[src/rtl/coreport_master.sv]
// Wishbone classic single-transfer initiator driven by a valid/ready command
// stream; optional bus timeout is enabled by defining CORE_MASTER_TIMEOUT_EN.
module coreport_master #(
  parameter int unsigned WIDTH          = 8,
  parameter int unsigned MAX_RETRY      = 3,
  parameter int unsigned TIMEOUT_CYCLES = 255
) (
  input  logic             wb_clk,
  input  logic             wb_rst,
  input  logic             cmd_valid,
  output logic             cmd_ready,
  input  logic [31:0]      cmd_adr,
  input  logic [WIDTH-1:0] cmd_dat,
  input  logic             cmd_we,
  output logic             rsp_valid,
  input  logic             rsp_ready,
  output logic [WIDTH-1:0] rsp_dat,
  output logic [1:0]       rsp_status,
  output logic             busy,
  output logic [31:0]      wb_adr_o,
  output logic [WIDTH-1:0] wb_dat_o,
  input  logic [WIDTH-1:0] wb_dat_i,
  output logic             wb_we_o,
  output logic             wb_cyc_o,
  output logic             wb_stb_o,
  output logic [2:0]       wb_cti_o,
  output logic [1:0]       wb_bte_o,
  input  logic             wb_ack_i,
  input  logic             wb_err_i,
  input  logic             wb_rty_i
);

  typedef enum logic [1:0] {S_IDLE, S_BUS, S_BACKOFF, S_RESP} state_t;

  localparam logic [1:0] ST_OK      = 2'b00;
  localparam logic [1:0] ST_ERR     = 2'b01;
  localparam logic [1:0] ST_RTY_EXH = 2'b10;
  localparam logic [3:0] MAX_R      = 4'(MAX_RETRY);

  state_t           state_q, state_d;
  logic [3:0]       retry_q, retry_d;
  logic             cyc_q, cyc_d;
  logic             we_q, we_d;
  logic [31:0]      adr_q, adr_d;
  logic [WIDTH-1:0] dat_q, dat_d;
  logic             rsp_valid_q, rsp_valid_d;
  logic [WIDTH-1:0] rsp_dat_q, rsp_dat_d;
  logic [1:0]       rsp_status_q, rsp_status_d;
  logic             ack, err, rty;

`ifdef CORE_MASTER_TIMEOUT_EN
  localparam logic [1:0]  ST_TIMEOUT = 2'b11;
  localparam logic [15:0] TO_LAST    = 16'(TIMEOUT_CYCLES - 1);
  logic [15:0] to_q, to_d;
`endif

  // Terminations only count while our cycle is actually on the bus.
  assign ack = wb_ack_i & cyc_q;
  assign err = wb_err_i & cyc_q;
  assign rty = wb_rty_i & cyc_q;

  always_comb begin
    state_d      = state_q;
    retry_d      = retry_q;
    cyc_d        = cyc_q;
    we_d         = we_q;
    adr_d        = adr_q;
    dat_d        = dat_q;
    rsp_valid_d  = rsp_valid_q;
    rsp_dat_d    = rsp_dat_q;
    rsp_status_d = rsp_status_q;
`ifdef CORE_MASTER_TIMEOUT_EN
    to_d         = to_q;
`endif
    unique case (state_q)
      S_IDLE: begin
        if (cmd_valid) begin
          adr_d   = cmd_adr;
          dat_d   = cmd_dat;
          we_d    = cmd_we;
          retry_d = '0;
`ifdef CORE_MASTER_TIMEOUT_EN
          to_d    = '0;
`endif
          cyc_d   = 1'b1;
          state_d = S_BUS;
        end
      end
      S_BUS: begin
        if (err) begin
          rsp_status_d = ST_ERR;
          rsp_dat_d    = '0;
          rsp_valid_d  = 1'b1;
          cyc_d        = 1'b0;
          state_d      = S_RESP;
        end else if (ack) begin
          rsp_status_d = ST_OK;
          rsp_dat_d    = we_q ? '0 : wb_dat_i;
          rsp_valid_d  = 1'b1;
          cyc_d        = 1'b0;
          state_d      = S_RESP;
        end else if (rty) begin
          cyc_d = 1'b0;
          if (retry_q < MAX_R) begin
            retry_d = retry_q + 4'd1;
            state_d = S_BACKOFF;
          end else begin
            rsp_status_d = ST_RTY_EXH;
            rsp_dat_d    = '0;
            rsp_valid_d  = 1'b1;
            state_d      = S_RESP;
          end
        end
`ifdef CORE_MASTER_TIMEOUT_EN
        else if (to_q == TO_LAST) begin
          rsp_status_d = ST_TIMEOUT;
          rsp_dat_d    = '0;
          rsp_valid_d  = 1'b1;
          cyc_d        = 1'b0;
          state_d      = S_RESP;
        end else begin
          to_d = to_q + 16'd1;
        end
`endif
      end
      S_BACKOFF: begin
`ifdef CORE_MASTER_TIMEOUT_EN
        to_d    = '0;
`endif
        cyc_d   = 1'b1;
        state_d = S_BUS;
      end
      S_RESP: begin
        if (rsp_ready) begin
          rsp_valid_d = 1'b0;
          state_d     = S_IDLE;
        end
      end
      default: state_d = S_IDLE;
    endcase
  end

  always_ff @(posedge wb_clk or posedge wb_rst) begin
    if (wb_rst) begin
      state_q      <= S_IDLE;
      retry_q      <= '0;
      cyc_q        <= 1'b0;
      we_q         <= 1'b0;
      adr_q        <= '0;
      dat_q        <= '0;
      rsp_valid_q  <= 1'b0;
      rsp_dat_q    <= '0;
      rsp_status_q <= ST_OK;
`ifdef CORE_MASTER_TIMEOUT_EN
      to_q         <= '0;
`endif
    end else begin
      state_q      <= state_d;
      retry_q      <= retry_d;
      cyc_q        <= cyc_d;
      we_q         <= we_d;
      adr_q        <= adr_d;
      dat_q        <= dat_d;
      rsp_valid_q  <= rsp_valid_d;
      rsp_dat_q    <= rsp_dat_d;
      rsp_status_q <= rsp_status_d;
`ifdef CORE_MASTER_TIMEOUT_EN
      to_q         <= to_d;
`endif
    end
  end

  // Gated by reset so no command is advertised while reset is held.
  assign cmd_ready  = (state_q == S_IDLE) && !wb_rst;
  assign busy       = (state_q != S_IDLE);
  assign rsp_valid  = rsp_valid_q;
  assign rsp_dat    = rsp_dat_q;
  assign rsp_status = rsp_status_q;
  assign wb_adr_o   = adr_q;
  assign wb_dat_o   = dat_q;
  assign wb_we_o    = we_q;
  assign wb_cyc_o   = cyc_q;
  assign wb_stb_o   = cyc_q;
  assign wb_cti_o   = 3'b000;
  assign wb_bte_o   = 2'b00;

endmodule

[config.mk]
export PLATFORM = sky130hd
export DESIGN_NAME = coreport_master
export DESIGN_NICKNAME = d
export VERILOG_FILES = /design/src/rtl/coreport_master.sv
export SDC_FILE = /design/constraint.sdc
export NUM_CORES = 1
export LEC_CHECK = 0
export BUFFER_PORTS_ARGS = -buffer_cell sky130_fd_sc_hd__buf_2
export CORE_ASPECT_RATIO = 0.6
export CORE_UTILIZATION = 46
export DETAILED_ROUTE_END_ITERATION = 8
export GPL_ROUTABILITY_DRIVEN = 0
export GPL_TIMING_DRIVEN = 0
export PLACE_DENSITY = 0.81
export RECOVER_POWER = 100
export SYNTH_ARGS = -nofsm -noshare
export SYNTH_HDL_FRONTEND = slang
export SYNTH_SLANG_ARGS = --single-unit
[constraint.sdc]
create_clock -name wb_clk -period 2 [get_ports wb_clk]
set_input_delay 0.4 -clock wb_clk [delete_from_list [all_inputs] [get_ports wb_clk]]
set_output_delay 0.4 -clock wb_clk [all_outputs]
set_load 0.05 [all_outputs]
==> key figures <==
Status
  • Status: finished clean

GRT
  • Vias in the first global route: roughly 1,800
  • All-Layer GR Usage: roughly a fifth
  • Grt ovf: 0
  • Maximum number of pins on one net before global-route repair: 42
  • First-pass GRT wire length: 8321 µm
  • Initial antenna violation count: 0

Clock network
  • CTS Buf Count: 9
  • Clock Sink Count: 59
  • CTS tree: done
  • Setup Buffers After CTS: 0
  • H-Tree Depth: 3
  • Max clock buf depth: 2
  • Clk_lat worst skew: between 300 and 400 ps
  • CTS resizes: 0
  • Clock Pin Slew Worst Setup and Hold Paths: around 60 ps
  • CTS Hold Buffers Added: 0
  • Clock Tree Root: clkbuf_8

Detailed routing
  • Via density: 4.749
  • Final wirelength: 5183 µm
  • DRC Markers: 0
  • Post-DRT Antenna Nets: 0
  • Via count: 1,757
  • Drt pass-1 iters: 6
  • Routed WL per cell: 14.01 µm
  • Drt first-iter violations: 64

Synth
  • Most used flip-flop cell after synthesis: dfrtp_1
  • Post-synth EDFFs: 0
  • Sequential fraction of the synthesis area: between 60 and 70%
  • Post-synthesis cell type count: 30
  • Yosys Warn Count: 0
  • Area contributors post-synth: dfrtp_1 (61%), mux2_2 (19%), mux2i_1 (3.3%)
  • Cells after Synth: approximately 180
  • Asr flop ratio synth: 100.0%
  • Area fraction of the dominant cell type after synthesis: 61.33%
  • Cell Area, Synth: 2407 µm²
  • Synth Register Bits: 59
  • Area leader, netlist: dfrtp_1
  • Avg Cell Area, Syn: about 14 µm²

Placed design
  • Dpl hpwl: around 4000 µm
  • Number of port buffers: ~110
  • Placed Cells: roughly 360
  • Worst setup slack after placement: 163.8 ps
  • Placed Area: 3079 µm²

Timing
  • RSZ-0062 raised after global routing: false
  • Final hold vios: 0
  • Final worst path period share: between 90% and 100%
  • Final Skew: roughly 4.1 ps
  • FMAX: between 500 and 600 MHz
  • Final min period: around 1900 ps
  • Slew Viols, Final: 0
  • Final setup viols: 0
  • Relative slew slack: 33.16%
  • Final setup margin: roughly 100 ps
  • Worst Tran Pin Value: approximately 1000 ps

Worst setup path
  • Startpoint Class: register
  • Setup Crit Path Kind: register to primary output
  • Reg2Reg Setup Slack: approximately 120 ps
  • RR Endpoint: retry_q[1]
  • Crit path required time: between 1500 and 2000 ps
  • Worst Path Arrival: ~1500 ps
  • Crit-path max FO: 10
  • R2R cell count: 4
  • CP endpoint kind: primary output
  • Reg2reg start: retry_q[0]

Die
  • Die X: 95.39 µm
  • I/O Pins: 117
  • Die ar.: 5536 µm²
  • Initial core utilization: about half
  • Chip height: roughly 58 µm
  • Core area: 4802 µm²
  • # rows: 19

Finish
  • Nets: 360
  • FILL cells: between 400 and 500
  • Commonest cells after routing, fill and taps aside: dfrtp_1 (59), buf_2 (58), clkbuf_1 (56)
  • Non-Filler Instances: 370
  • Syn-to-layout area delta: 33.00%
  • Most common cell after layout, fill and taps aside: dfrtp_1
  • Finished Core Util: between 60% and 70%
  • Diodes inserted: 0
  • Design area: between 3000 and 4000 µm²
  • Area of the multi-input gates: 829.5 µm²
  • Storage element area: approximately 1500 µm²
  • Layout cells sized above 1: around two fifths

Job
  • Max-cap violation count: 0

Min path
  • Worst min-delay path class: primary input to async pin
==> how the worst max path moves through the flow <==
| stage | start | end | slack (ps) | depth (start not counted) |
|---|---|---|---|---|
| floorplan | wb_rst | retry_q[0] | 140 | 1 |
| global placement | wb_rst | wb_dat_o[5] | -560 | 2 |
| detailed placement | wb_err_i | rsp_dat[0] | 160 | 5 |
| CTS | state_q[0] | cmd_ready | 80 | 4 |
| global route | state_q[0] | cmd_ready | 30 | 4 |
| finish | state_q[0] | cmd_ready | 100 | 4 |
==> worst max-delay path: stages, from the launching register on <==
cell and delay (ps):
dfrtp_1 350, buf_2 160, or2_2 320, nor2_2 80, buf_2 260
==> cell type report <==
class | count | share of cell area [%]
timing repair buffer | 112 | 15.36
sequential | 59 | 46.11
tap | 63 | 2.462
multi-input combinational | 99 | 25.91
buffer | 13 | 2.462
clock buffer | 14 | 5.705
inverter | 9 | 1.055
clock inverter | 1 | 0.9379
==> kinds of logic after synthesis <==
kind of cell / count (synthesis) / share of synthesized area [%]
buffers and inverters: 22 / 4.677
AO/OA/AOI/OAI: 13 / 4.054
other: 1 / 0.1558
adder cells (fa/ha/maj): 1 / 0.5197
multiplexers: 49 / 22.51
AND/OR/NAND/NOR: 31 / 6.757
flip-flops: 59 / 61.33
==> layer usage <==
| layer | GRT usage, % | part of all wire [%] | vias to the layer above |
|---|---|---|---|
| met2 | 32.24 | 44 | 79 |
| li1 | - | - | 841 |
| met1 | 25.15 | 45 | 832 |
| met5 | 0 | 0 | - |
| met3 | 11.02 | 10 | 5 |
| met4 | 8.102 | 0.79 | 0 |
==> flip-flops by register name, indices dropped and copies added, names as in the netlist <==
| name | flops |
|---|---|
| wb_adr_o | 32 |
| rsp_dat | 8 |
| wb_dat_o | 8 |
| retry_q | 4 |
| rsp_status | 2 |
| state_q | 2 |
| rsp_valid | 1 |
| wb_cyc_o | 1 |
| wb_we_o | 1 |
==> cell usage after synthesis, types with 2 or more instances <==
cell type	count
nor2b_1	2
a21oi_1	5
inv_1	9
mux2i_1	8
mux2_2	41
buf_2	6
nor2_1	7
nand2_1	12
buf_4	6
dfrtp_1	59
nand3_1	2
==> per-stage QoR <==
stage	setup TNS [ps]	hold WS (ps)
after floorplan	0	482.3
after global placement	-33100	454.4
after detailed placement	0	427.9
after CTS	0	72.58
after global routing	0	250.6
final	0	176.7
Power is not shown: default switching activity piles up to over one toggle a cycle in this logic, so the estimate is an artifact.
